`config.mk`:
```
export PLATFORM = sky130hd
export DESIGN_NAME = oflow_calc_iou
export DESIGN_NICKNAME = d
export VERILOG_FILES = /design/src/rtl/oflow_iou_pkg.sv /design/src/rtl/oflow_iou_divider.sv /design/src/rtl/oflow_calc_iou.sv
export SDC_FILE = /design/constraint.sdc
export NUM_CORES = 1
export LEC_CHECK = 0
export ABC_AREA = 1
export BUFFER_PORTS_ARGS = -buffer_cell sky130_fd_sc_hd__buf_2
export CAP_MARGIN = 10
export CORE_MARGIN = 1
export CORE_UTILIZATION = 48
export DETAILED_ROUTE_END_ITERATION = 8
export MAX_ROUTING_LAYER = met4
export PLACE_DENSITY = 0.75
export SYNTH_ARGS = -nofsm -noshare
export SYNTH_HDL_FRONTEND = slang
export SYNTH_SLANG_ARGS = --single-unit
```
`constraint.sdc`:
```
create_clock -name clk -period 10.4 [get_ports clk]
set_input_delay 2.08 -clock clk [delete_from_list [all_inputs] [get_ports clk]]
set_output_delay 2.08 -clock clk [all_outputs]
set_load 0.02 [all_outputs]
```
`src/rtl/oflow_iou_pkg.sv`:
```
// Shared definitions for the IoU engine: field widths, packed-box slice
// positions, FSM state encoding and the 1-D overlap helper.
package oflow_iou_pkg;

    localparam int COORD_LEN            = 11;
    localparam int POSITION_CONCATE_LEN = 4 * COORD_LEN;
    localparam int WIDTH_LEN            = 8;
    localparam int HEIGHT_LEN           = 8;
    localparam int IOU_LEN              = 22;

    // Derived widths: one box area, the sum of two areas, and the raw overlap
    // product of two coordinate spans.
    localparam int AREA_LEN  = WIDTH_LEN + HEIGHT_LEN;
    localparam int UNION_LEN = AREA_LEN + 1;
    localparam int INTER_LEN = 2 * COORD_LEN;

    // Slice positions inside a packed box {X_TL, Y_TL, X_BR, Y_BR}.
    localparam int X_TL_MSB = 4 * COORD_LEN - 1;
    localparam int X_TL_LSB = 3 * COORD_LEN;
    localparam int Y_TL_MSB = 3 * COORD_LEN - 1;
    localparam int Y_TL_LSB = 2 * COORD_LEN;
    localparam int X_BR_MSB = 2 * COORD_LEN - 1;
    localparam int X_BR_LSB = 1 * COORD_LEN;
    localparam int Y_BR_MSB = 1 * COORD_LEN - 1;
    localparam int Y_BR_LSB = 0;

    typedef enum logic [2:0] {
        IDLE,
        INTER,
        UNION,
        DIV,
        DONE
    } iou_state_t;

    // Overlap of two half-open intervals [tl, br); zero when they only touch
    // or are disjoint.
    function automatic logic [COORD_LEN-1:0] overlap_len(
        input logic [COORD_LEN-1:0] tl_a,
        input logic [COORD_LEN-1:0] br_a,
        input logic [COORD_LEN-1:0] tl_b,
        input logic [COORD_LEN-1:0] br_b
    );
        logic [COORD_LEN-1:0] lo;
        logic [COORD_LEN-1:0] hi;
        lo = (tl_a > tl_b) ? tl_a : tl_b;
        hi = (br_a < br_b) ? br_a : br_b;
        return (hi > lo) ? (hi - lo) : '0;
    endfunction

endpackage

```
`src/rtl/oflow_iou_divider.sv`:
```
// Sequential restoring divider producing the fractional quotient
// floor(num * 2^Q_LEN / den), one bit per cycle. The caller guarantees
// num < den, so the remainder always fits in D_LEN bits. The first quotient
// bit is resolved on the load edge, so o_done rises Q_LEN-1 edges after
// i_start and stays high for one cycle.
module oflow_iou_divider #(
    parameter int Q_LEN = 22,
    parameter int D_LEN = 17
) (
    input  logic             clk,
    input  logic             reset_N,
    input  logic             i_start,
    input  logic [D_LEN-1:0] i_num,
    input  logic [D_LEN-1:0] i_den,
    output logic             o_done,
    output logic [Q_LEN-1:0] o_quot
);

    localparam int CNT_LEN = $clog2(Q_LEN);

    logic [D_LEN-1:0]   r_rem;
    logic [D_LEN-1:0]   r_den;
    logic [Q_LEN-1:0]   r_quot;
    logic [CNT_LEN-1:0] r_cnt;
    logic               r_busy;

    logic [D_LEN-1:0]   w_den;
    logic [D_LEN:0]     w_shift;
    logic               w_bit;
    logic [D_LEN-1:0]   w_rem_next;

    // One restoring step: double the remainder, subtract the divisor if it fits.
    always_comb begin
        // NOTE: every signal driven here gets a value on every path, otherwise
        // synthesis would infer a latch to hold the missing case.
        w_den      = i_start ? i_den : r_den;
        w_shift    = {(i_start ? i_num : r_rem), 1'b0};
        w_bit      = (w_shift >= {1'b0, w_den});
        w_rem_next = w_bit ? D_LEN'(w_shift - {1'b0, w_den}) : D_LEN'(w_shift);
    end

    // Load on start (resolving the first bit), then shift in one bit per cycle.
    always_ff @(posedge clk or negedge reset_N) begin
        // NOTE: state is updated with non-blocking assignments so every register
        // samples the pre-edge values, independent of statement order.
        if (!reset_N) begin
            r_rem  <= '0;
            r_den  <= '0;
            r_quot <= '0;
            r_cnt  <= '0;
            r_busy <= 1'b0;
        end else if (i_start) begin
            r_den  <= i_den;
            r_rem  <= w_rem_next;
            r_quot <= {{(Q_LEN-1){1'b0}}, w_bit};
            r_cnt  <= CNT_LEN'(Q_LEN - 1);
            r_busy <= 1'b1;
        end else if (r_busy) begin
            if (r_cnt != '0) begin
                r_rem  <= w_rem_next;
                r_quot <= {r_quot[Q_LEN-2:0], w_bit};
                r_cnt  <= r_cnt - 1'b1;
            end else begin
                r_busy <= 1'b0;
            end
        end
    end

    assign o_done = r_busy && (r_cnt == '0);
    assign o_quot = r_quot;

endmodule

```
`src/rtl/oflow_calc_iou.sv`:
```
// Intersection-over-Union of the current-frame box and a history box.
// Fixed 25-cycle engine: INTER, UNION, 22 DIV cycles, then a one-cycle DONE
// that pulses valid_iou with the q0.22 result held on iou.
module oflow_calc_iou
    import oflow_iou_pkg::*;
(
    input  logic                            clk,
    input  logic                            reset_N,
    input  logic                            start,
    input  logic [POSITION_CONCATE_LEN-1:0] bbox_position_frame_k,
    input  logic [POSITION_CONCATE_LEN-1:0] bbox_position_frame_history,
    input  logic [WIDTH_LEN-1:0]            bbox_w_frame_k,
    input  logic [HEIGHT_LEN-1:0]           bbox_h_frame_k,
    input  logic [WIDTH_LEN-1:0]            bbox_w_frame_history,
    input  logic [HEIGHT_LEN-1:0]           bbox_h_frame_history,
    output logic                            valid_iou,
    output logic [IOU_LEN-1:0]              iou
);

    iou_state_t r_state;
    iou_state_t w_next_state;

    logic [POSITION_CONCATE_LEN-1:0] r_box_k;
    logic [POSITION_CONCATE_LEN-1:0] r_box_h;
    logic [WIDTH_LEN-1:0]            r_w_k;
    logic [HEIGHT_LEN-1:0]           r_h_k;
    logic [WIDTH_LEN-1:0]            r_w_h;
    logic [HEIGHT_LEN-1:0]           r_h_h;

    logic [INTER_LEN-1:0] r_inter;
    logic                 r_force_zero;
    logic                 r_force_sat;
    logic [IOU_LEN-1:0]   r_iou;

    logic [COORD_LEN-1:0] w_ox;
    logic [COORD_LEN-1:0] w_oy;
    logic [INTER_LEN-1:0] w_inter;
    logic [UNION_LEN-1:0] w_union;
    logic                 w_zero;
    logic                 w_sat;

    logic                 w_div_start;
    logic [UNION_LEN-1:0] w_div_num;
    logic [UNION_LEN-1:0] w_div_den;
    logic                 w_div_done;
    logic [IOU_LEN-1:0]   w_div_quot;

    // Overlap and union arithmetic on the captured boxes.
    always_comb begin
        w_ox = overlap_len(r_box_k[X_TL_MSB:X_TL_LSB], r_box_k[X_BR_MSB:X_BR_LSB],
                           r_box_h[X_TL_MSB:X_TL_LSB], r_box_h[X_BR_MSB:X_BR_LSB]);
        w_oy = overlap_len(r_box_k[Y_TL_MSB:Y_TL_LSB], r_box_k[Y_BR_MSB:Y_BR_LSB],
                           r_box_h[Y_TL_MSB:Y_TL_LSB], r_box_h[Y_BR_MSB:Y_BR_LSB]);
        w_inter = INTER_LEN'(w_ox) * INTER_LEN'(w_oy);
        // Union wraps at 17 bits; subtracting the truncated overlap is exact mod 2^17.
        w_union = UNION_LEN'(r_w_k) * UNION_LEN'(r_h_k)
                + UNION_LEN'(r_w_h) * UNION_LEN'(r_h_h)
                - r_inter[UNION_LEN-1:0];
        w_zero  = (w_union == '0) || (r_inter == '0);
        w_sat   = (r_inter >= INTER_LEN'(w_union));
        // Special cases still run the divider on a harmless 0/1 so latency stays fixed.
        w_div_start = (r_state == UNION);
        w_div_num   = (w_zero || w_sat) ? '0 : r_inter[UNION_LEN-1:0];
        w_div_den   = (w_zero || w_sat) ? UNION_LEN'(1) : w_union;
    end

    oflow_iou_divider #(
        .Q_LEN (IOU_LEN),
        .D_LEN (UNION_LEN)
    ) u_divider (
        .clk     (clk),
        .reset_N (reset_N),
        .i_start (w_div_start),
        .i_num   (w_div_num),
        .i_den   (w_div_den),
        .o_done  (w_div_done),
        .o_quot  (w_div_quot)
    );

    // State register.
    always_ff @(posedge clk or negedge reset_N) begin
        if (!reset_N) begin
            r_state <= IDLE;
        end else begin
            r_state <= w_next_state;
        end
    end

    // Next-state logic; start is only honoured in IDLE.
    always_comb begin
        w_next_state = r_state;
        unique case (r_state)
            IDLE:    if (start) w_next_state = INTER;
            INTER:   w_next_state = UNION;
            UNION:   w_next_state = DIV;
            DIV:     if (w_div_done) w_next_state = DONE;
            DONE:    w_next_state = IDLE;
            default: w_next_state = IDLE;
        endcase
    end

    // Datapath: capture inputs, latch overlap, classify, and load the result.
    always_ff @(posedge clk or negedge reset_N) begin
        if (!reset_N) begin
            r_box_k      <= '0;
            r_box_h      <= '0;
            r_w_k        <= '0;
            r_h_k        <= '0;
            r_w_h        <= '0;
            r_h_h        <= '0;
            r_inter      <= '0;
            r_force_zero <= 1'b0;
            r_force_sat  <= 1'b0;
            r_iou        <= '0;
        end else begin
            if (r_state == IDLE && start) begin
                r_box_k <= bbox_position_frame_k;
                r_box_h <= bbox_position_frame_history;
                r_w_k   <= bbox_w_frame_k;
                r_h_k   <= bbox_h_frame_k;
                r_w_h   <= bbox_w_frame_history;
                r_h_h   <= bbox_h_frame_history;
            end
            if (r_state == INTER) begin
                r_inter <= w_inter;
            end
            if (r_state == UNION) begin
                r_force_zero <= w_zero;
                r_force_sat  <= w_sat;
            end
            if (r_state == DIV && w_div_done) begin
                r_iou <= r_force_zero ? '0 : (r_force_sat ? '1 : w_div_quot);
            end
        end
    end

    assign valid_iou = (r_state == DONE);
    assign iou       = r_iou;

endmodule

```
======== Yosys cells after proc, flatten, opt, wreduce, memory -nomap -nowiden ========
Index checks and enable logic that the tools add are counted.
W data, S select, Z words.
cells by class
  bitwise logic cells ..................... 0
  multiply operators ...................... 3
  order comparisons ....................... 8
  reduce and logical (&&, ||, !) cells .... 14
  equality and inequality tests ........... 6
  multiplexer cells ....................... 28
  add/subtract/negate cells ............... 6
  shift operators ......................... 0
  divide/modulo/power cells ............... 0
operators with widths
  kind                   number
  $mux W17               8
  $mux W22               5
  $mux W11               6
  $gt A11 B11 Y1         4
  $sub A17 B17 Y17       2
  $mul A8 B8 Y16         2
  $ge A22 B17 Y1         1
  $logic_not A22 Y1      1
  $lt A11 B11 Y1         2
  $mul A11 B11 Y22       1
  $sub A11 B11 Y11       2
  $ge A18 B17 Y1         1
  $add A16 B16 Y17       1
  $logic_not A17 Y1      1
  $mux W5                3
  $pmux W3 S4            1
  $eq A3 B2 Y1 const B   2
  $mux W3                2
  $logic_not A5 Y1       1
  $reduce_bool A5 Y1     1
  $sub A5 B1 Y5 const B  1
  $ne A2 B2 Y1 const B   2
  $reduce_and A2 Y1      2
  $reduce_bool A2 Y1     2
  6 further kinds        11
storage, ports and cells
  memories kept ........................... 0
  latch bits .............................. 0
  input bits .............................. 123
  memory bits (read-only) ................. 0
  word-level logic and storage cells ...... 81
  flip-flop bits (word level) ............. 231
  memory bits (writable) .................. 0
  output and inout port bits .............. 23

======== Logic depth before layout (Yosys ltp) ========
  depth after elaboration ................. 13
  depth in mapped cells ................... 59
  mapped depth without buffers ............ 58

======== By module ========
From an unflattened synthesis, not the netlist that was laid out.
unflattened totals
  cells, all modules ...................... 2866
  area total of the unflattened synthesis .. 22790.6 µm²
modules (own cells, without submodules)
  module             area each (µm²)  sequential area each (µm²)  cells an instance  times used
  oflow_calc_iou     18790.5          4229.1                      2304               1
  oflow_iou_divider  4000.1           1551.5                      562                1

======== Worst setup path before layout ========
OpenSTA, ideal clock, no wires.
  kind .................................... register to register
  from .................................... register r_w_h[5]
  to ...................................... register u_divider.r_rem[2]
  clock period less this slack ............ 8276 ps
  data required time ...................... 10270 ps
  arrival ................................. 8146 ps
  setup slack ............................. 2124 ps
  stages on the path, launching flop included .. 49
  library setup time ...................... 130 ps
  buffers on the path ..................... 4
  cell sequence ........................... dfrtp_1 clkbuf_1 nand2_1 fa_1 fa_1 inv_1 fa_1 inv_1 fa_1 inv_1 fa_1 inv_1 fa_1 inv_1 ha_1 nand2_1 nor3_1 nand3_1 [13 not listed] o22ai_1 inv_1 ha_1 a21oi_1 o21ai_1 nand3_1 nand2_1 nand3_1 nand2_1 a21oi_2 inv_1 a21oi_2 nor2_1 o21ai_2 nand2_4 buf_6 o211ai_1 o21ai_1
between the ends
  longest elaborated chain between the ends .. 13
  elaborated cells on any way between the ends .. 17
  classes of those cells .................. add/sub (3); mul (1); order compare (2); mux (8); reduce/logical (3)
ends and longest elaborated chain
  what                                                                    RTL line                 source
  from (decl)                                                             oflow_calc_iou.sv:27     logic [WIDTH_LEN-1:0] r_w_h;
  from (signal assigned)                                                  oflow_calc_iou.sv:121    r_w_h <= bbox_w_frame_history;
  $mul A8 B8 Y16 *                                                        oflow_calc_iou.sv:57     + UNION_LEN'(r_w_h) * UNION_LEN'(r_h_h)
  $add A16 B16 Y17 *                                                      oflow_calc_iou.sv:57
  $sub A17 B17 Y17 *                                                      oflow_calc_iou.sv:58     - r_inter[UNION_LEN-1:0];
  parallel branches: the longest is 2 deep, another holds $ge A22 B17 Y1  n/a
  $logic_or A1 B1 Y1 *                                                    oflow_calc_iou.sv:64     w_div_den = (w_zero || w_sat) ? UNION_LEN'(1) : w_union;
  $mux W17 *                                                              oflow_calc_iou.sv:64
  $mux W17 *                                                              n/a
  named net u_divider.w_den[3]                                            oflow_iou_divider.sv:27  logic [D_LEN-1:0] w_den;
  $ge A18 B17 Y1 *                                                        oflow_iou_divider.sv:38  w_bit = (w_shift >= {1'b0, w_den});
  $mux W17 *                                                              oflow_iou_divider.sv:39  w_rem_next = w_bit ? D_LEN'(w_shift - {1'b0, w_den}) : D_LEN'(w_shift);
  $mux W17                                                                oflow_iou_divider.sv:59  if (r_cnt != '0) begin
  $mux W17                                                                oflow_iou_divider.sv:58  end else if (r_busy) begin
  $mux W17 *                                                              oflow_iou_divider.sv:52  end else if (i_start) begin
  to (signal assigned)                                                    oflow_iou_divider.sv:54  r_rem <= w_rem_next;
  to (signal assigned)                                                    oflow_iou_divider.sv:60  r_rem <= w_rem_next;
  to (decl)                                                               oflow_iou_divider.sv:21  logic [D_LEN-1:0] r_rem;
Mark *: on every way through the listed nets, which the timed path passes. The select of a mux whose other input is x is not followed.
A chain may end at the register's enable or synchronous reset.

======== Worst setup path after layout ========
  from .................................... register r_box_k[24]
  to ...................................... register r_inter[19]
between the ends
  longest elaborated chain between the ends .. 5
  elaborated cells on any way between the ends .. 6
  classes of those cells .................. add/sub (1); mul (1); order compare (2); mux (2)
ends and longest elaborated chain
  what                                                       RTL line               source
  from (decl)                                                oflow_calc_iou.sv:23   logic [POSITION_CONCATE_LEN-1:0] r_box_k;
  from (signal assigned)                                     oflow_calc_iou.sv:117  r_box_k <= bbox_position_frame_k;
  $gt A11 B11 Y1                                             oflow_iou_pkg.sv:45    lo = (tl_a > tl_b) ? tl_a : tl_b;
  $mux W11 *                                                 oflow_iou_pkg.sv:45
  $sub A11 B11 Y11 / $gt A11 B11 Y1 (equally long branches)  oflow_iou_pkg.sv:47    return (hi > lo) ? (hi - lo) : '0;
  $mux W11 *                                                 oflow_iou_pkg.sv:47
  $mul A11 B11 Y22 *                                         oflow_calc_iou.sv:54   w_inter = INTER_LEN'(w_ox) * INTER_LEN'(w_oy);
  to (signal assigned)                                       oflow_calc_iou.sv:125  r_inter <= w_inter;
  to (decl)                                                  oflow_calc_iou.sv:30   logic [INTER_LEN-1:0] r_inter;
Every way passes the cells marked *; elsewhere a longest branch is shown, timed or not.

==> flow_summary.toml <==
[synthesis]
synth_top_area_frac = 0.261
synthTopCellsByCount = "inv_1 (586), nand2_1 (517), dfrtp_1 (231)"
synth_most_common_cell = "inv_1"
netlist.top_cell.by_area = "dfrtp_1"
synth-edff-count = 0
ys_types = 48
syn_nets = 3248
yosys_warnings = 0
synth-seq-area-share = 0.261
synth_area_per_cell_sq_um = 8.19
async_reset_ff_frac = 1.00
synth_area_sq_um = 22100
synth_flop_cell = "dfrtp_1"
synthTopCellsByArea = "dfrtp_1 (26%), fa_1 (18%), ha_1 (13%), inv_1 (9.9%), nand2_1 (8.8%)"
synth_seq_cells = 231
netlist_instances = 2702

[critical_path]
reg2reg_depth = 53
critPathMaxFanout = 11
cp.arrival_ns = 9.82
crit_slowest_cell = "fa_1"
end_kind = "flip-flop"
cp_common_cell = "nand2_1"
cp.required_ns = 10.91
critical_path.max_stage_delay_ns = 0.54
criticalPathCategory = "reg2reg"
critPathLaunchType = "flip-flop"

[detailed_routing]
ant_nets = 0
wl_per_cell_um = 15.7
wirelength_mm = 53.6
viasPerCell = 5.20
detail_route.drc_violations = 0
route.vias.total = 17800
drt-initial-drc-count = 1074
firstDrtPassIters = 6

[placed_design]
io_buffers = 145
place_area_sq_um = 23400
gp_congestion = 0.975
hpwl_mm = 43.5

[run_status]
outcome = "complete, no violations"

[cells_and_area]
drive_gt1_frac = 0.126
fin_nets = 3345
utilization = 0.536
antennaDiodeCount = 0
fin_area_sq_um = 24300
area_delta_synth_final_pct = 9.97

[worst_hold_path]
min_path_cells = 2
hold_class = "reg2reg"

[sta]
setup-violations-final = 0
slew-limit-headroom = 0.214
fin_skew_ns = 0.0192
hold_viol = 0
fmax_mhz = 107
post-route-period-util = 0.895
rsz0062_at_grt = "no"
tightest_slew_ns = 1.17
holdWs_ns = 0.485
layout_min_cycle_time_ns = 9.31
drv_slew = 0
tns_ns = 0

[clocking]
clockRootBuffer = "clkbuf_16"
cts_buffers = 28
clk_latency_ns = 0.58
ctsResizeCount = 0
post_cts_buffers = 0
cts.sinks = 231
clockBufferDepth = 3
cts.clk_slew.worst_paths_ns = 0.06
cts_max_level = 1
cts_tree = "yes"
cts_hold_buf = 0

[global_route]
grt_pass1_wl_mm = 90.1
track_usage = 0.244
antenna_found_initial = 0
grt_pass1_vias = 18300
grt_max_degree = 96
grt-ovfl-total = 0

[flow_run]
cap_violations = 0

[floorplanning]
fp.dieH_um = 217
ioPinCount = 146
start_util = 0.488
core-area_sq_um = 45400
die_w_um = 217
num_rows = 78
die-area_sq_um = 47000
cell type report:
| class | instances | area (sq um) |
|---|---|---|
| inverter | 606 | 2270 |
| clock buffer | 33 | 759 |
| tap | 600 | 751 |
| timing repair buffer | 154 | 803 |
| fill | 4182 | 21000 |
| multi-input combinational | 1778 | 13800 |
| clock inverter | 19 | 211 |
| sequential | 231 | 5780 |
flip-flops by register name, indices dropped and copies added (netlist names):
| register | count |
|---|---|
| r_box_h | 44 |
| r_box_k | 44 |
| iou | 22 |
| r_inter | 22 |
| u_divider.o_quot | 22 |
| u_divider.r_den | 17 |
| u_divider.r_rem | 17 |
| r_h_h | 8 |
| r_h_k | 8 |
| r_w_h | 8 |
| r_w_k | 8 |
| u_divider.r_cnt | 5 |
| r_state | 3 |
| r_force_sat | 1 |
| r_force_zero | 1 |
| u_divider.r_busy | 1 |
layout by cell type, fill, tap and decap left out, drive strengths merged, types with 7 or more instances in the layout:
cell    instances
a211oi          7
fa            194
o21ai         125
a21oi         142
nor2          192
o211ai         33
inv           608
xnor2          19
nor3           17
ha            229
buf           154
xor2           14
nand4          22
mux2           76
clkbuf         33
dfrtp         231
nand3          83
nand2         537
o22ai          42
clkinv         12
logic make-up (layout without fill, tap and decap cells):
group,Yosys count,after routing,share of synthesized area
AOI/OAI and AO/OA,378,378,0.0970
DFF,231,231,0.261
muxes,76,76,0.0387
xor gates and xnor gates,33,33,0.0131
and+or+nand+nor,868,868,0.166
adders and majority gates,423,423,0.305
buffers and inverters,693,812,0.119
through the flow:
step	setup WS [ns]	cells
6_report	1.09	3421
5_1_grt	0.381	3421
4_1_cts	0.810	3420
3_5_place_dp	0.849	3368
3_3_place_gp	0.971	3368
2_1_floorplan	2.12	2702
final timing paths:
check                                        start  slack [ns]                 endpoint
setup / recovery           r_box_k[24]$_DFFE_PN0P_        1.09  r_inter[19]$_DFFE_PN0P_
hold / removal             r_inter[19]$_DFFE_PN0P_        0.49  r_inter[19]$_DFFE_PN0P_
setup reg to reg           r_box_k[24]$_DFFE_PN0P_        1.09  r_inter[19]$_DFFE_PN0P_
hold reg to reg            r_inter[19]$_DFFE_PN0P_        0.49  r_inter[19]$_DFFE_PN0P_
max in group asynchronous                  reset_N        7.44   r_box_k[6]$_DFFE_PN0P_
min in group asynchronous                  reset_N        1.54     r_h_k[1]$_DFFE_PN0P_
routing by layer:
layer / track usage / wire length (um) / vias up
met5: - / 0 / -
met4: 0.0671 / 1420 / 0
met3: 0.0331 / 3060 / 99
met2: 0.405 / 25700 / 512
met1: 0.312 / 23400 / 8566
li1: - / - / 8629
worst max-delay path: cells and delay by family, from the launching register on:
family	cells	cell delay, ns
buffers and inverters	8	0.93
AOI/OAI and AO/OA	14	2.32
adders and majority gates	8	3.41
DFF	1	0.41
and+or+nand+nor	23	2.18
Power is left out: the tool's default activity adds up to more than one toggle a clock period on the data nets, which glitch-free logic cannot reach.
